**config.mk**
```make
export PLATFORM = sky130hd
export DESIGN_NAME = program_loader
export DESIGN_NICKNAME = d
export VERILOG_FILES = /design/src/rtl/program_loader.sv
export SDC_FILE = /design/constraint.sdc
export NUM_CORES = 1
export LEC_CHECK = 0
export CORE_MARGIN = 2
export CORE_UTILIZATION = 33
export DETAILED_ROUTE_END_ITERATION = 10
export GPL_ROUTABILITY_DRIVEN = 1
export GPL_TIMING_DRIVEN = 0
export PLACE_DENSITY_LB_ADDON = 0.15
export SLEW_MARGIN = 0
export SYNTH_ARGS = -nofsm -noshare
export SYNTH_HDL_FRONTEND = slang
export SYNTH_SLANG_ARGS = --single-unit
```
**constraint.sdc**
```tcl
create_clock -name clk -period 1.9 [get_ports clk]
set_clock_uncertainty 0.05 [all_clocks]
set_input_delay 0.19 -clock clk [delete_from_list [all_inputs] [get_ports clk]]
set_output_delay 0.19 -clock clk [all_outputs]
set_load 0.01 [all_outputs]
```
**src/rtl/program_loader.sv**
```systemverilog
// Program RAM loader: accepts a byte stream, writes it through the shared CPU bus
// (MAR load, then RAM write) while the CPU is held, then restarts the CPU at address 0.
module program_loader #(
   parameter int ADDR_W = 4,
   parameter int DATA_W = 8,
   parameter int WORDS  = 16
) (
   input  logic              clk,
   input  logic              reset,
   input  logic              start,
   input  logic [ADDR_W:0]   len,
   input  logic              in_valid,
   input  logic [DATA_W-1:0] in_data,
   output logic              in_ready,
   output logic [DATA_W-1:0] bus_out,
   output logic              bus_oe,
   output logic              mar_load,
   output logic              ram_we,
   output logic              cpu_hold,
   output logic              cpu_reset,
   output logic              busy,
   output logic              done,
   output logic [ADDR_W:0]   count
);

   localparam logic [2:0] S_IDLE    = 3'd0;
   localparam logic [2:0] S_WAIT    = 3'd1;
   localparam logic [2:0] S_SETADDR = 3'd2;
   localparam logic [2:0] S_WRITE   = 3'd3;
   localparam logic [2:0] S_NEXT    = 3'd4;
   localparam logic [2:0] S_RELEASE = 3'd5;

   localparam logic [ADDR_W:0] FULL_LEN = (ADDR_W+1)'(WORDS);

   logic [2:0]        state_q, state_d;
   logic [ADDR_W:0]   len_q, len_d;
   logic [ADDR_W-1:0] addr_q, addr_d;
   logic [DATA_W-1:0] data_q, data_d;
   logic [ADDR_W:0]   count_q, count_d;

   logic              in_ready_q, in_ready_d;
   logic [DATA_W-1:0] bus_out_q, bus_out_d;
   logic              bus_oe_q, bus_oe_d;
   logic              mar_load_q, mar_load_d;
   logic              ram_we_q, ram_we_d;
   logic              cpu_hold_q, cpu_hold_d;
   logic              cpu_reset_q, cpu_reset_d;
   logic              busy_q, busy_d;
   logic              done_q, done_d;

   always_comb begin
      // NOTE: every variable gets a default first, so no path can infer a latch.
      state_d = state_q;
      len_d   = len_q;
      addr_d  = addr_q;
      data_d  = data_q;
      count_d = count_q;

      case (state_q)
         S_IDLE: begin
            if (start) begin
               len_d   = (len == '0 || len > FULL_LEN) ? FULL_LEN : len;
               addr_d  = '0;
               count_d = '0;
               state_d = S_WAIT;
            end
         end
         S_WAIT: begin
            if (in_valid && in_ready_q) begin
               data_d  = in_data;
               state_d = S_SETADDR;
            end
         end
         S_SETADDR: state_d = S_WRITE;
         S_WRITE:   state_d = S_NEXT;
         S_NEXT: begin
            count_d = count_q + (ADDR_W+1)'(1);
            if (count_d == len_q) begin
               state_d = S_RELEASE;
            end else begin
               addr_d  = addr_q + ADDR_W'(1);
               state_d = S_WAIT;
            end
         end
         S_RELEASE: state_d = S_IDLE;
         default:   state_d = S_IDLE;
      endcase

      // Outputs are decoded from the next state so the registered copies line up
      // with the state they describe.
      in_ready_d  = (state_d == S_WAIT);
      mar_load_d  = (state_d == S_SETADDR);
      ram_we_d    = (state_d == S_WRITE);
      bus_oe_d    = mar_load_d || ram_we_d;
      cpu_hold_d  = (state_d != S_IDLE);
      busy_d      = (state_d != S_IDLE);
      cpu_reset_d = (state_d == S_RELEASE);
      done_d      = (state_d == S_RELEASE);
      bus_out_d   = '0;
      if (mar_load_d) bus_out_d = DATA_W'(addr_d);
      if (ram_we_d)   bus_out_d = data_d;
   end

   always_ff @(posedge clk or negedge reset) begin
      if (!reset) begin
         state_q     <= S_IDLE;
         len_q       <= '0;
         addr_q      <= '0;
         data_q      <= '0;
         count_q     <= '0;
         in_ready_q  <= 1'b0;
         bus_out_q   <= '0;
         bus_oe_q    <= 1'b0;
         mar_load_q  <= 1'b0;
         ram_we_q    <= 1'b0;
         cpu_hold_q  <= 1'b0;
         cpu_reset_q <= 1'b0;
         busy_q      <= 1'b0;
         done_q      <= 1'b0;
      end else begin
         // NOTE: non-blocking assignments so every flop samples pre-edge values.
         state_q     <= state_d;
         len_q       <= len_d;
         addr_q      <= addr_d;
         data_q      <= data_d;
         count_q     <= count_d;
         in_ready_q  <= in_ready_d;
         bus_out_q   <= bus_out_d;
         bus_oe_q    <= bus_oe_d;
         mar_load_q  <= mar_load_d;
         ram_we_q    <= ram_we_d;
         cpu_hold_q  <= cpu_hold_d;
         cpu_reset_q <= cpu_reset_d;
         busy_q      <= busy_d;
         done_q      <= done_d;
      end
   end

   assign in_ready  = in_ready_q;
   assign bus_out   = bus_out_q;
   assign bus_oe    = bus_oe_q;
   assign mar_load  = mar_load_q;
   assign ram_we    = ram_we_q;
   assign cpu_hold  = cpu_hold_q;
   assign cpu_reset = cpu_reset_q;
   assign busy      = busy_q;
   assign done      = done_q;
   assign count     = count_q;

endmodule

```
==> summary.md <==
| Metric | Value |
|---|---|
| Top cell type's share of synthesized area | `0.541` |
| EDFF count, synth | `0` |
| CP Capture Type | `flip-flop` |
| Count leader, synth | `dfrtp_1` |
| Clock tree buffer depth | `2` |
| Area leader, netlist | `dfrtp_1` |
| Final Cycle Share | `0.967` |
| CP cell instances | `ha_2, and3_2, xor3_1, or4_1, nand3_1` |
| Vias/cell | `about 4.7` |
| Detailed Place HPWL | `approximately 2600 um` |
| Vias in the first global route | `~1300` |
| Post-route antenna net violation count | `0` |
| Initial antenna violation count | `0` |
| Status | `finished, final reports clean` |
| Syn-to-layout area delta | `35.7%` |
| CTS root buffer | `clkbuf_8` |
| RSZ-0062 raised after global routing | `false` |
| Maximum vdd drop | `around 0.52 mV` |
| Final Slew Violations | `0` |
| Delay-heaviest family, CP | `simple AND/OR/NAND/NOR gates` |
| Final Util | `0.470` |
| Worst-margin pin slew | `0.843 ns` |
| Max-cap violations | `0` |
| Number of I/O pins | `38` |
| Mean post-synth cell area | `about 12 sq um` |
| Sequential fraction of the synthesis area | `0.541` |
| Fin Hold WS | `approximately 0.44 ns` |
| Largest fanout on the critical path | `6` |
| Syn Inst Count | `~160` |
| Port buffer count | `37` |
| Die Y | `just under 80 um` |
| Commonest cells in the netlist | `39 x dfrtp_1, 15 x nand2_1, 12 x o21ai_0` |
| Crit path time final | `1.84 ns` |
| Horiz. Die Dim | `77.9 um` |
| Area of the multi-input gates | `approximately 800 sq um` |
| Ys flop type | `dfrtp_1` |
| Synth warn | `0` |
| Hold Crit Class | `flip-flop to flip-flop` |
| CTS tree | `yes` |
| Number of remaining DRC errors | `0` |
| Pre-Repair DR Iteration Count | `4` |
| Gp weighted congestion | `0.776` |
| Final hold vios | `0` |
| Fill cells | `between 400 and 500` |
| CTS Sinks | `39` |
| Setup TNS Final | `0 ns` |
| Mapped Nets | `175` |
| Maximum number of pins on one net before global-route repair | `40` |
| Synth unique cells | `40` |
| Share of cells above drive strength 1 | `0.188` |
| Final setup vio count | `0` |
| CTS Buf Count | `5` |
| Ys async rst share | `1.00` |
| Crit path required time | `approximately 2.1 ns` |
| CP max stage delay | `about 0.50 ns` |
| Die area | `between 6000 and 7000 sq um` |
| Detailed Route Iter0 Violations | `22` |
| Post-Syn Area | `roughly 1800 sq um` |
| Num rows | `26` |
| PD cells | `roughly 1400 nW/um^2` |
| Total GRT Usage | `0.127` |
| # diodes | `0` |
| Htree depth | `2` |
| Ranking of synthesized cells by area | `dfrtp_1 54%, mux2_2 5.0%, o21ai_0 3.3%, nand2_1 3.1%, xnor3_1 2.5%` |
| Peak Freq | `approximately 0.54 GHz` |
| First-pass GRT wire length | `around 6200 um` |
| Routed WL | `~3600 um` |
| Via count | `around 1300` |
| #FFs+latches synth | `39` |
| Register area | `between 900 and 1000 sq um` |
| Crit path DAT | `between 2 and 2.5 ns` |
| Slew HR | `0.438` |
| CP bufs+invs | `0` |
| # nets final | `about 220` |
| Initial Utilization | `0.347` |
| Clock-pin slew on the worst setup and hold paths | `about 0.080 ns` |
| Leakage | `approximately 1.1 nW` |
| Wirelength per Cell | `13.1 um` |
| Clk_lat worst skew | `about 0.29 ns` |
| Grt ovf | `0` |
| Core Area | `~5200 sq um` |
| Worst setup path category | `flip-flop to flip-flop` |
| Nature of the critical path startpoint | `flip-flop` |
| Crit path max-delay cell type | `or4_1` |
## flip-flops by register name (all words and copies together) (netlist names)
register / flops
len_q: 5
mar_load: 1
state_q: 3
ram_we: 1
data_q: 8
bus_oe: 1
addr_q: 4
done: 1
busy: 1
bus_out: 8
in_ready: 1
count: 5
## per-stage QoR
step | instance area [sq um] | setup slack (ns) | power, W | std cells
after floorplan | 1800 | 0.0863 | 0.00203 | 155
final | 2450 | 0.0634 | 0.00333 | 272
after global routing | 2450 | 0.0143 | 0.00355 | 272
after global placement | 2260 | -0.304 | 0.00241 | 262
after detailed placement | 2260 | -0.164 | 0.00245 | 262
after CTS | 2420 | 0.0000639 | 0.00331 | 271
## cell type report
type                            count  share of cell area
Buffer                              8              0.0225
Clock buffer                        5              0.0281
Multi-Input combinational cell    106               0.328
Timing Repair Buffer               39               0.156
Sequential cell                    39               0.399
Inverter                            2             0.00307
Clock inverter                      3              0.0276
Tap cell                           70              0.0358
## cells in the final DEF, fill, tap and decap left out, drive strengths merged, types with 3 or more instances in the layout
| cell | synthesis | layout |
|---|---|---|
| a22oi | 3 | 3 |
| and2 | 5 | 5 |
| buf | 6 | 8 |
| clkbuf | 2 | 7 |
| clkdlybuf4s50 | 0 | 36 |
| dfrtp | 39 | 39 |
| ha | 3 | 3 |
| mux2 | 8 | 8 |
| mux2i | 3 | 3 |
| nand2 | 15 | 15 |
| nand2b | 4 | 4 |
| nand3 | 5 | 5 |
| nor2 | 11 | 11 |
| nor2b | 4 | 4 |
| nor3b | 3 | 3 |
| o21ai | 12 | 12 |
| xnor2 | 3 | 3 |
| xor2 | 3 | 3 |
## worst paths after layout
check,from,end,slack [ns],cells after the start
min in group asynchronous,reset,len_q[3],0.49,2
hold reg to reg,data_q[7],bus_out[7],0.44,1
setup reg to reg,count[0],addr_q[3],0.06,5
setup / recovery,count[0],addr_q[3],0.06,5
hold / removal,data_q[7],bus_out[7],0.44,1
max in group asynchronous,reset,count[0],0.74,2
## per-layer routing
metal  up-vias  global-route usage  wire length [um]
met5         -                   0                 0
met4         0              0.0281                28
met3         4              0.0360               144
met2        24               0.215              1740
met1       624               0.163              1650
li1        633                   -                 -
## power by group
part | internal (W) | switching [W]
Sequential | 0.00110 | 0.000172
Clock | 0.000524 | 0.000295
Combinational | 0.000656 | 0.000591
## timing repair
action | 4_1_cts | 5_1_grt
buffers inserted | 0 | 1
hold buffers | 1 | 0
endpoints found under the setup margin | 4 | 10
endpoints found under the hold margin | 39 | 0
resized for setup | 3 | 5
## kinds of logic after synthesis
logic type	synth area share
buf+inv	0.0347
simple gates	0.163
fa+ha+maj	0.0208
mux	0.0666
flops	0.541
compound gates	0.103
xor+xnor	0.0714
Note: power is estimated with default switching activity, not from simulation.
